===== src/rtl/cnt_wrap_tracker.sv =====
// Monitor for the 4-bit up/down counter: widens the count with a signed wrap epoch,
// checks each count step and rollover pulse, and queues wrap/error events in a FIFO.
module cnt_wrap_tracker #(
  parameter int CNT_W   = 4,
  parameter int EPOCH_W = 4,
  parameter int DEPTH   = 4
) (
  input  logic                       clk,
  input  logic                       rst,
  input  logic                       mon_en,
  input  logic [CNT_W-1:0]           cnt_load,
  input  logic                       cnt_load_en,
  input  logic                       cnt_down,
  input  logic [CNT_W-1:0]           cnt_count,
  input  logic                       cnt_rollover,
  output logic [EPOCH_W+CNT_W-1:0]   ext_count,
  output logic                       evt_valid,
  output logic [2+EPOCH_W+CNT_W-1:0] evt_data,
  input  logic                       evt_ready,
  output logic [7:0]                 err_cnt,
  output logic                       ovf
);

  localparam int AW = $clog2(DEPTH);
  localparam int EW = 2 + EPOCH_W + CNT_W;
  localparam logic [CNT_W-1:0] CNT_MAX = {CNT_W{1'b1}};

  localparam logic [1:0] S_IDLE  = 2'd0;
  localparam logic [1:0] S_PRIME = 2'd1;
  localparam logic [1:0] S_TRACK = 2'd2;

  localparam logic [1:0] EV_WRAP_UP  = 2'd0;
  localparam logic [1:0] EV_WRAP_DN  = 2'd1;
  localparam logic [1:0] EV_STEP_ERR = 2'd2;
  localparam logic [1:0] EV_ROLL_ERR = 2'd3;

  logic [1:0]         state;
  logic [EPOCH_W-1:0] epoch;
  logic [CNT_W-1:0]   prev_count;
  logic [CNT_W-1:0]   prev_load;
  logic               prev_load_en;
  logic               prev_down;

  logic [EW-1:0]      mem [DEPTH];
  logic [AW:0]        wr_ptr;
  logic [AW:0]        rd_ptr;

  logic               tracking;
  logic [CNT_W-1:0]   exp_count;
  logic               wrap_up;
  logic               wrap_dn;
  logic               step_err;
  logic               roll_err;
  logic [EPOCH_W-1:0] epoch_next;
  logic               push;
  logic [1:0]         push_type;
  logic               fifo_empty;
  logic               fifo_full;
  logic               pop;
  logic               push_ok;

  // NOTE: every signal gets a default before any conditional assignment, otherwise
  // a path that skips it would infer a latch.
  always_comb begin
    tracking   = (state == S_TRACK) && mon_en;
    exp_count  = prev_load_en ? prev_load
               : (prev_down ? prev_count - CNT_W'(1) : prev_count + CNT_W'(1));
    wrap_up    = tracking && !prev_load_en && !prev_down && (prev_count == CNT_MAX);
    wrap_dn    = tracking && !prev_load_en &&  prev_down && (prev_count == '0);
    step_err   = tracking && (cnt_count != exp_count);
    roll_err   = tracking && (cnt_rollover != (wrap_up || wrap_dn));
    epoch_next = epoch;
    if (wrap_up)      epoch_next = epoch + EPOCH_W'(1);
    else if (wrap_dn) epoch_next = epoch - EPOCH_W'(1);

    push      = step_err || roll_err || wrap_up || wrap_dn;
    push_type = EV_WRAP_DN;
    if (step_err)      push_type = EV_STEP_ERR;
    else if (roll_err) push_type = EV_ROLL_ERR;
    else if (wrap_up)  push_type = EV_WRAP_UP;

    fifo_empty = (wr_ptr == rd_ptr);
    fifo_full  = (wr_ptr[AW] != rd_ptr[AW]) && (wr_ptr[AW-1:0] == rd_ptr[AW-1:0]);
    pop        = !fifo_empty && evt_ready;
    // A pop in the same cycle frees the slot, so a push into a full FIFO still lands.
    push_ok    = push && (!fifo_full || pop);
  end

  // NOTE: sequential state uses non-blocking assignments so every register samples
  // pre-edge values regardless of statement order.
  always_ff @(posedge clk) begin
    if (rst) begin
      state        <= S_IDLE;
      epoch        <= '0;
      prev_count   <= '0;
      prev_load    <= '0;
      prev_load_en <= 1'b0;
      prev_down    <= 1'b0;
      ext_count    <= '0;
      err_cnt      <= '0;
      ovf          <= 1'b0;
      wr_ptr       <= '0;
      rd_ptr       <= '0;
    end else begin
      if (!mon_en) begin
        state     <= S_IDLE;
        epoch     <= '0;
        ext_count <= '0;
      end else begin
        case (state)
          S_IDLE: begin
            state     <= S_PRIME;
            ext_count <= '0;
          end
          S_PRIME, S_TRACK: begin
            state        <= S_TRACK;
            epoch        <= epoch_next;
            prev_count   <= cnt_count;
            prev_load    <= cnt_load;
            prev_load_en <= cnt_load_en;
            prev_down    <= cnt_down;
            ext_count    <= {epoch_next, cnt_count};
          end
          default: begin
            state     <= S_IDLE;
            epoch     <= '0;
            ext_count <= '0;
          end
        endcase
      end

      if ((step_err || roll_err) && (err_cnt != 8'hFF))
        err_cnt <= err_cnt + 8'd1;

      if (push && fifo_full && !pop)
        ovf <= 1'b1;
      if (push_ok)
        wr_ptr <= wr_ptr + (AW+1)'(1);
      if (pop)
        rd_ptr <= rd_ptr + (AW+1)'(1);
    end
  end

  // NOTE: the storage array is not reset; the pointers alone define which entries
  // are valid, and evt_data is masked while the FIFO is empty.
  always_ff @(posedge clk) begin
    if (!rst && push_ok)
      mem[wr_ptr[AW-1:0]] <= {push_type, epoch_next, cnt_count};
  end

  assign evt_valid = !fifo_empty;
  assign evt_data  = fifo_empty ? '0 : mem[rd_ptr[AW-1:0]];

endmodule


===== config.mk =====
export PLATFORM = sky130hd
export DESIGN_NAME = cnt_wrap_tracker
export DESIGN_NICKNAME = d
export VERILOG_FILES = /design/src/rtl/cnt_wrap_tracker.sv
export SDC_FILE = /design/constraint.sdc
export NUM_CORES = 1
export LEC_CHECK = 0
export BUFFER_PORTS_ARGS = -buffer_cell sky130_fd_sc_hd__buf_2
export CAP_MARGIN = 40
export CORE_ASPECT_RATIO = 1.1
export CORE_MARGIN = 4
export CORE_UTILIZATION = 62
export DETAILED_ROUTE_END_ITERATION = 6
export GPL_ROUTABILITY_DRIVEN = 0
export HOLD_SLACK_MARGIN = 0.03
export PLACE_DENSITY = 0.84
export SLEW_MARGIN = 25
export SYNTH_ARGS = -nofsm -noshare
export SYNTH_HDL_FRONTEND = slang
export SYNTH_SLANG_ARGS = --single-unit
export TNS_END_PERCENT = 30

===== constraint.sdc =====
create_clock -name clk -period 5.7 [get_ports clk]
set_input_delay 1.14 -clock clk [delete_from_list [all_inputs] [get_ports clk]]
set_output_delay 1.14 -clock clk [all_outputs]
set_load 0.01 [all_outputs]

; ---- Word level (Yosys, flattened, before mapping)
; Memory sizes are Yosys's and may differ from the RTL's. A register that Yosys moved wholly into a read port is not among the register bits.
; Index checks and enable logic that the tools add are counted.
[totals]
regBits = 39
ram_bits = 40
elab_cells = 76
mem_count = 1
inputBits = 15
output_inout_bits = 28
[op_classes]
addsub = 7
muxes = 14
eq_ne = 9
n_reduce_logical = 32
bitwise = 2
[memory_table]
columns = memory, depth, width, read_ports, rd_clocked_by_memory_dff, write_ports, line_no
row1 = mem, 4, 10, 1, 1, 1, 44  ; logic [EW-1:0] mem [DEPTH];
[op_table]
columns = op, count
row1 = $mux W4, 4
row2 = $logic_and A1 B1 Y1, 15
row3 = $mux W10, 1
row4 = $add A4 B1 Y4 const B, 2
row5 = $add A8 B1 Y8 const B, 1
row6 = $mux W2, 4
row7 = $ne A8 B8 Y1 const B, 1
row8 = $pmux W4 S2, 1
row9 = $sub A4 B1 Y4 const B, 2
row10 = $add A3 B1 Y3 const B, 2
row11 = $logic_not A1 Y1, 6
row12 = $logic_or A1 B1 Y1, 5
row13 = $eq A4 B4 Y1 const B, 1
row14 = $logic_not A4 Y1, 1
row15 = $ne A4 B4 Y1, 1
row16 = $pmux W2 S2, 1
row17 = $reduce_or A2 Y1, 2
row18 = $eq A3 B3 Y1, 1
row19 = $mux W1, 3
row20 = $reduce_or A3 Y1, 1
row21 = $eq A2 B1 Y1 const B, 1
row22 = $eq A2 B2 Y1, 1
row23 = $eq A2 B2 Y1 const B, 1
row24 = $logic_not A2 Y1, 1
row25 = other kinds (3), 5

; ---- Logic depth before layout (Yosys ltp)
; Gate-level depths: netlist of the first run.
[logic_depth]
depth_word = 15
depth_mapped = 9
depth_no_buf = 9

; ---- Worst setup path after synthesis of the first run
; Ideal clock, no wire load.
[synth_timing]
path_kind = input to register
from = in cnt_count[3]
to = mem mem[0][0] in the netlist's numbering, enable pin
arrival_time_ps = 2802
slack_ps = 2610
t_required_ps = 5413
path_buffers = 0
setup_ps = 287
stages = 7
path_cell_list = nor2b_1 -> and2_1 -> a2111oi_0 -> nand4_1 -> o31ai_2 -> nor2_1 -> and2_1
[synth_via]
elab_chain_cells = 9
[synth_lines]
columns = element, line_no
row1 = start: declaration, 14  ; input logic [CNT_W-1:0] cnt_count,
row2 = $ne A4 B4 Y1, 70  ; step_err = tracking && (cnt_count != exp_count);
row3 = $logic_and A1 B1 Y1, 70
row4 = $logic_or A1 B1 Y1 (3 in series), 76  ; push = step_err || roll_err || wrap_up || wrap_dn;
row5 = $logic_and A1 B1 Y1, 86  ; push_ok = push && (!fifo_full || pop);
row6 = $logic_and A1 B1 Y1, 147  ; if (!rst && push_ok)
row7 = $mux W1, 147
row8 = $mux W1 (not written as such), 148  ; mem[wr_ptr[AW-1:0]] <= {push_type, epoch_next, cnt_count};
row9 = end: declaration, 44
; No other way between the ends.

; ---- Worst setup path in the final report of the first run
[layout_timing]
from = in cnt_count[3]
to = mem mem[1][2] in the netlist's numbering, enable pin
; The elaborated chain is that of the path after synthesis.

==> summary.md, run 1 <==
| Metric | Value |
|---|---|
| Outcome | completed |
| Setup_tns | 0 ps |
| Initial core utilization | 65.2% |
| Post-Synth XOR/XNOR Area | 5.34% |
| Clk Latency, worst-skew pair | 340 ps |
| Row cnt | 28 |
| Post-CTS Setup Bufs | 0 |
| Top cells by area in the synthesized netlist | edfxtp_1 34%, dfxtp_1 23%, mux4_2 6.3% |
| Inserted Diodes | 0 |
| R2R cell count | 8 |
| Vias in the first global route | 2283 |
| Fillers | ~380 |
| Via count | approximately 2.3k |
| Cts hold-fix bufs | 0 |
| CTS Sinks | 81 |
| Largest net degree at the start of global routing | 31 |
| Post-synth top area cell | edfxtp_1 |
| Synthesized area | 3580 um2 |
| Wire per inst | 14.8 um |
| Initial antenna violation count | 0 |
| H-tree levels | 3 |
| CTS tree | done |
| First-pass GRT wire length | 10800 um |
| Gr usage total | 20.3% |
| Synthesized net count | 332 |
| Die Width | 80.5 um |
| Tcrit/Tclk final | 57.2% |
| Adder-Cell Fraction of Synth Area | 5.10% |
| Critical Path Start Type | input port |
| PD cells | between 200 and 300 nW/um2 |
| ANT nets after route | 0 |
| Synth Warn # | 0 |
| Arrival time of the worst setup path | 3290 ps |
| Setup CP Type | in2reg |
| Yosys top cell area share | 33.5% |
| Fin Clk Skew | 6.76 ps |
| GR Overflow Total | 0 |
| Area Overhead vs Synth | 13.4% |
| Syn_area_per_cell | 11.8 um2 |
| Reg2reg end | mem[1][2]$_DFFE_PP_ |
| Vias per std cell | 5.50 |
| Placed inst area | 3850 um2 |
| Clk pin slew, worst setup/hold paths | 80 ps |
| Ys async rst share | 0% |
| Final worst setup slack | 2440 ps |
| Min Hold Slack | 454 ps |
| Pre-CTS WS | 2050 ps |
| Num CTS Buffers | 9 |
| Worst Max-Slew Pin Slew | 646 ps |
| EDFF count, synth | 40 |
| Register area share after synthesis | 56.4% |
| Hold crit path type | reg2reg |
| Fmax | 0.307 GHz |
| Post-synthesis simple-gate area fraction | 15.6% |
| WL final | 6320 um |
| Clk root buf | clkbuf_8 |
| Max-cap viol count | 0 |
| Peak VDD IR | between 0.15 and 0.2 mV |
| CP Capture Type | register |
| Start of the worst register-to-register path | prev_down$_SDFFE_PP0P_ |
| RSZ-0062 raised after global routing | false |
| Starting DRT DRC Count | 166 |
| Compound-Gate Fraction of Synth Area | 8.06% |
| DR pass1 iterations | 4 |
| Leak | 1.54 nW |
| Tmin final | 3260 ps |
| Prevailing post-synth register cell | dfxtp_1 |
| CORE AREA | 5500 um2 |
| HPWL after detailed placement | 4580 um |
| Ratio of cells with drive above 1 in the final layout | approximately a fifth |
| Port Buffers | 42 |
| Worst Setup EP | mem[1][2]$_DFFE_PP_ |
| Post-Syn Instances | 303 |
| Slew HR | 56.9% |
| Required @ worst endpoint | 5730 ps |
| CTS Buffer Depth | 2 |
| Die Y | 87.8 um |
| Synthesized flop and latch total | 81 |
| Setup violators final | 0 |
| Slew Viols, Final | 0 |
| Die area | 7060 um2 |
| Crit. Startpoint | cnt_count[3] |
| CTS resizes | 0 |
| R2r setup slk | 2570 ps |
| DRC violations left | 0 |
| Multiplexer share of the synthesized area | 7.12% |
| Final net count | 376 |
| Synth unique cells | 46 |
| Final instance area | 4070 um2 |
| I/O pin total | 43 |
| Largest family of logic cells by synthesized area | simple AND/OR/NAND/NOR gates |
| Critical path peak fanout | 10 |
| Final hold violations | 0 |
## kinds of logic after synthesis
logic type	after synthesis
simple gates	107
flops	81
compound gates	44
buf+inv	23
xor+xnor	21
fa+ha+maj	14
mux	13
## registers in the layout, indices dropped and copies added (netlist names), named ones only
name / count
mem: 40
err_cnt: 8
ext_count: 8
epoch: 4
prev_count: 4
prev_load: 4
rd_ptr: 3
wr_ptr: 3
state: 2
ovf: 1
prev_down: 1
prev_load_en: 1
## where the power goes
part	switching [mW]	internal (mW)	leakage, nW
sequential	0.00691	0.613	0.706
clock	0.197	0.245	0.108
combinational	0.0345	0.0248	0.731
total	0.238	0.882	1.54
## cell type report
class	count	area, um2	area share [%]
Clock buffer	10	128	3.14
Clock inverter	6	82.6	2.03
Inverter	14	52.6	1.29
Multi-Input combinational cell	199	1480	36.3
Sequential cell	81	2020	49.7
Tap cell	75	93.8	2.31
Timing Repair Buffer	42	210	5.17
## metrics by stage
step	util (%)	cells	total power, mW
CTS	73.9	427	1.13
finish	73.9	427	1.12
detailed placement	70.1	411	0.692
global route	73.9	427	1.16
global placement	70.1	411	0.690
floorplan	-	303	0.672
## worst min path at each step
| stage | from | to | slack [ps] | cells past startpoint |
|---|---|---|---|---|
| final | ovf$_SDFFE_PP0P_ | ovf$_SDFFE_PP0P_ | 450 | 2 |
| after global routing | ovf$_SDFFE_PP0P_ | ovf$_SDFFE_PP0P_ | 500 | 2 |
| after CTS | ovf$_SDFFE_PP0P_ | ovf$_SDFFE_PP0P_ | 460 | 2 |
| after detailed placement | ovf$_SDFFE_PP0P_ | ovf$_SDFFE_PP0P_ | 440 | 2 |
| after global placement | ovf$_SDFFE_PP0P_ | ovf$_SDFFE_PP0P_ | 430 | 2 |
| after floorplan | prev_load[3]$_SDFFE_PP0P_ | prev_load[3]$_SDFFE_PP0P_ | 440 | 2 |
## synth_stat cells (2+ instances only)
library cell   n
a2111oi_0      2
a21oi_1       20
a22oi_1        4
and2_1        14
and3_1         4
clkbuf_1       8
dfxtp_1       41
edfxtp_1      40
ha_1          13
inv_1         13
mux2i_1        3
mux4_2        10
nand2_1       29
nand3_1        8
nand4_1        2
nor2_1        17
nor2b_1       13
nor3_1         4
nor3b_1        2
o21ai_0        6
o311ai_0       2
or3_1          6
xnor2_1       13
xor2_1         7
## worst max-delay path: stages
cell and delay, ps:
buf_2 160, nor2b_1 160, and2_1 180, a2111oi_0 410
nand4_1 330, o31ai_2 420, nor2_1 110, and2_1 370
## layer usage
layer | track usage, % | part of all wire (%)
met1 | 26.8 | 45
met2 | 32.3 | 48
met3 | 3.91 | 4.3
met4 | 10.3 | 2.5
met5 | 0 | 0
## layout by cell type (no fill, tap or decap), types with 14 or more instances in the layout
| cell | synthesis | routed |
|---|---|---|
| dfxtp_1 | 41 | 41 |
| nor2_1 | 17 | 17 |
| a21oi_1 | 20 | 20 |
| buf_2 | 0 | 42 |
| nand2_1 | 29 | 29 |
| and2_1 | 14 | 14 |
| edfxtp_1 | 40 | 40 |
(Power assumes the default switching activity.)
==> inputs of run 2 (changes only) <==
Settings changed: ABC_AREA set to 1, CORE_UTILIZATION 62 to 52, PLACE_DENSITY 0.84 to 0.75.
Clock period 5.7 ns to 3 ns, I/O delays scaled along.
==> summary.md, run 2 <==
| Metric | Value |
|---|---|
| Tmin final | 2660 ps |
| Gr usage total | 19.1% (was 20.3%) |
| Yosys top cell area share | 32.4% (was 33.5%) |
| RSZ-0062 raised after global routing | false (unchanged) |
| Area Overhead vs Synth | 14.4% (was 13.4%) |
| Final instance area | 4240 um2 (was 4070 um2) |
| Multi-input logic area | 1430 um2 (was 1480 um2) |
| Synthesized net count | 449 (was 332) |
| R2R cell count | 13 (was 8) |
| Clk root buf | clkbuf_8 (unchanged) |
| Required @ worst endpoint | 3060 ps (was 5730 ps) |
| WL final | 7540 um (was 6320 um) |
| Initial antenna violation count | 0 (unchanged) |
| Via count | 2869 (was 2349) |
| GRT Max-Usage Layer | met2 (unchanged) |
| CP Capture Type | register (unchanged) |
| Setup_tns | 0 ps (unchanged) |
| I/O pin total | 43 (unchanged) |
| Clk Latency, worst-skew pair | 350 ps (was 340 ps) |
| Arrival time of the worst setup path | 2720 ps (was 3290 ps) |
| Leak | 1.90 nW (was 1.54 nW) |
| Vias per std cell | 5.15 (was 5.50) |
| CP Cell Sequence | inv_1, fa_1, or2_2, nand3_1, nand2_1, nand3_1, nor2_1, nand3_1, nand2_1, nand3_2, nand3_1, nor2_1, buf_4 (was buf_2, nor2b_1, and2_1, a2111oi_0, nand4_1, o31ai_2, nor2_1, and2_1) |
| Final worst setup slack | 337 ps (was 2440 ps) |
| Largest net degree at the start of global routing | 21 (was 31) |
| Starting DRT DRC Count | 102 (was 166) |
| Clk pin slew, worst setup/hold paths | 80 ps (about the same) |
| Synth cell count leaders | 75 x nand2_1, 71 x nor2_1, 54 x inv_1 (was 41 x dfxtp_1, 40 x edfxtp_1, 29 x nand2_1) |
| Critical path's slowest cell | fa_1 (was o31ai_2) |
| Port Buffers | 42 (unchanged) |
| Die Y | 96.6 um (was 87.8 um) |
| Cts hold-fix bufs | 0 (unchanged) |
| Placed inst area | 4020 um2 (was 3850 um2) |
| Max reg flops | 40 (unchanged) |
| Fmax | approximately 0.38 GHz |
| Sequential cell area | 2020 um2 (unchanged) |
| ANT nets after route | 0 (unchanged) |
| Slew Viols, Final | 0 (unchanged) |
| Setup violators final | 0 (unchanged) |
| CTS Buffer Depth | 2 (unchanged) |
| Wire per inst | 13.5 um (was 14.8 um) |
| Setup CP Type | reg2reg (was in2reg) |
| Most used cell along the critical path | nand3_1 (was and2_1) |
| Max-cap viol count | 0 (unchanged) |
| Outcome | completed (unchanged) |
| Initial core utilization | 53.3% (was 65.2%) |
| Start of the worst register-to-register path | prev_count[0]$_SDFFE_PP0P_ (was prev_down$_SDFFE_PP0P_) |
| EDFF count, synth | 40 (unchanged) |
| Most common cell after layout, fill and taps aside | nand2_1 (was buf_2) |
| Synth Warn # | 0 (unchanged) |
| Peak VDD IR | 0.500 mV (was 0.200 mV) |
| Register area share after synthesis | 54.5% (was 56.4%) |
| Synthesized area | 3710 um2 (was 3580 um2) |
| CTS tree | done (unchanged) |
| CORE AREA | 6970 um2 (was 5500 um2) |
| Crit. Startpoint | prev_count[0]$_SDFFE_PP0P_ (was cnt_count[3]) |
| Prevailing post-synth register cell | dfxtp_1 (unchanged) |
| Tcrit/Tclk final | roughly nine tenths |
| Fillers | 628 (was 376) |
| Pre-CTS WS | 345 ps (was 2050 ps) |
| First-pass GRT wire length | 12600 um (was 10800 um) |
| Fin Clk Skew | 8.91 ps (was 6.76 ps) |
| Top cells by area in the synthesized netlist | edfxtp_1 32%, dfxtp_1 22%, nand2_1 7.6% (was edfxtp_1 34%, dfxtp_1 23%, mux4_2 6.3%) |
| Most frequent cell after synthesis | nand2_1 (was dfxtp_1) |
| Ys async rst share | 0% (unchanged) |
| Vias in the first global route | 2720 (was 2283) |
| Slew HR | 59.6% (was 56.9%) |
| Die Width | 88.5 um (was 80.5 um) |
| DR pass1 iterations | 4 (unchanged) |
| Synth unique cells | 31 (was 46) |
| Worst Setup EP | mem[1][8]$_DFFE_PP_ (was mem[1][2]$_DFFE_PP_) |
| Post-synth top area cell | edfxtp_1 (unchanged) |
| R2r setup slk | 340 ps (was 2570 ps) |
| Critical Path Start Type | register (was input port) |
| Final net count | 496 (was 376) |
| Post-CTS Setup Bufs | 0 (unchanged) |
| Ratio of cells with drive above 1 in the final layout | 16.7% (was 21.0%) |
| H-tree levels | 3 (unchanged) |
| Synthesized flop and latch total | 81 (unchanged) |
| Syn_area_per_cell | 8.83 um2 (was 11.8 um2) |
| Critical path peak fanout | 10 (unchanged) |
| GR Overflow Total | 0 (unchanged) |
| Hold crit path type | reg2reg (unchanged) |
| Commonest non-fill, non-tap cells in the layout | 75 x nand2_1, 71 x nor2_1, 54 x inv_1 (was 42 x buf_2, 41 x dfxtp_1, 40 x edfxtp_1) |
| CP peak stage delay | 480 ps (was 420 ps) |
| Inserted Diodes | 0 (unchanged) |
| Final hold violations | 0 (unchanged) |
| Die area | 8550 um2 (was 7060 um2) |
| Met1 Use GR | 24.1% (was 26.8%) |
| Post-Syn Instances | 420 (was 303) |
| Tot Pwr | 2.40 mW (was 1.12 mW) |
| M3 GR Usage | 3.56% (was 3.91%) |
| Grt met2 use | 32.7% (was 32.3%) |
| Row cnt | 32 (was 28) |
| Reg2reg end | mem[1][8]$_DFFE_PP_ (was mem[1][2]$_DFFE_PP_) |
| DRC violations left | 0 (unchanged) |
| CTS resizes | 0 (unchanged) |
| PD cells | 567 nW/um2 (was 275 nW/um2) |
| Num CTS Buffers | 9 (unchanged) |
| Worst Max-Slew Pin Slew | 602 ps (was 646 ps) |
| HPWL after detailed placement | 5480 um (was 4580 um) |
| Min Hold Slack | 475 ps (was 454 ps) |
| CTS Sinks | 81 (unchanged) |
run 2: cell count changes after synthesis, sizes merged, moves of 10 or more:
cell / previous run / this run
nor2b: 13 / 0
mux4: 10 / 0
nand2: 29 / 77
xnor2: 13 / 2
inv: 14 / 55
and2: 14 / 1
nand3: 8 / 31
o21ai: 7 / 20
nor2: 17 / 72
o32ai: 0 / 10
run 2: layout make-up:
| type | count | share of cell area, % |
|---|---|---|
| Clock buffer | 10 | 3.24 |
| Inverter | 55 | 4.87 |
| Multi-Input combinational cell | 272 | 33.6 |
| Timing Repair Buffer | 48 | 6.02 |
| Clock inverter | 6 | 2.12 |
| Sequential cell | 81 | 47.7 |
| Tap cell | 85 | 2.51 |
run 2: logic make-up after synthesis:
kind of cell             Yosys count  synth area share (%)
adder cells (fa/ha/maj)           14                  4.92
AO/OA/AOI/OAI                     58                  9.38
buffers and inverters             67                  7.08
AND/OR/NAND/NOR                  190                  21.8
flip-flops                        81                  54.5
XOR/XNOR                          10                  2.36
run 2: worst min path at each step:
stage                              startpoint  slack, ps                   endpoint  cells past startpoint
floorplan           prev_load[0]$_SDFFE_PP0P_        430  prev_load[0]$_SDFFE_PP0P_                      2
global placement    prev_load[0]$_SDFFE_PP0P_        450  prev_load[0]$_SDFFE_PP0P_                      2
detailed placement  prev_load[0]$_SDFFE_PP0P_        460  prev_load[0]$_SDFFE_PP0P_                      2
CTS                 prev_load[0]$_SDFFE_PP0P_        470  prev_load[0]$_SDFFE_PP0P_                      2
global route        prev_load[0]$_SDFFE_PP0P_        510  prev_load[0]$_SDFFE_PP0P_                      2
finish              prev_load[0]$_SDFFE_PP0P_        480  prev_load[0]$_SDFFE_PP0P_                      2
run 2: where the power goes:
group	leakage, nW	switching [mW]	internal, mW
clock	0.113	0.387	0.494
sequential	0.712	0.0325	1.18
combinational	1.08	0.198	0.116
total	1.90	0.617	1.79
run 2: metrics by stage:
stage | util [%] | cells
global placement | 57.6 | 541
floorplan | - | 420
detailed placement | 57.6 | 541
finish | 60.9 | 557
global route | 60.9 | 557
CTS | 60.9 | 557
run 2: worst max-delay path, delay by kind of cell, from the launching register on:
family	cells	cell delay (ps)
and+or+nand+nor	10	1130
adders and majority gates	1	480
DFF	1	440
buffers and inverters	2	310
run 2: per-layer routing:
layer	up-vias	part of all wire [%]
met5	-	0
met4	0	1.7
met3	11	5.1
met2	70	50
met1	1323	44
li1	1465	-
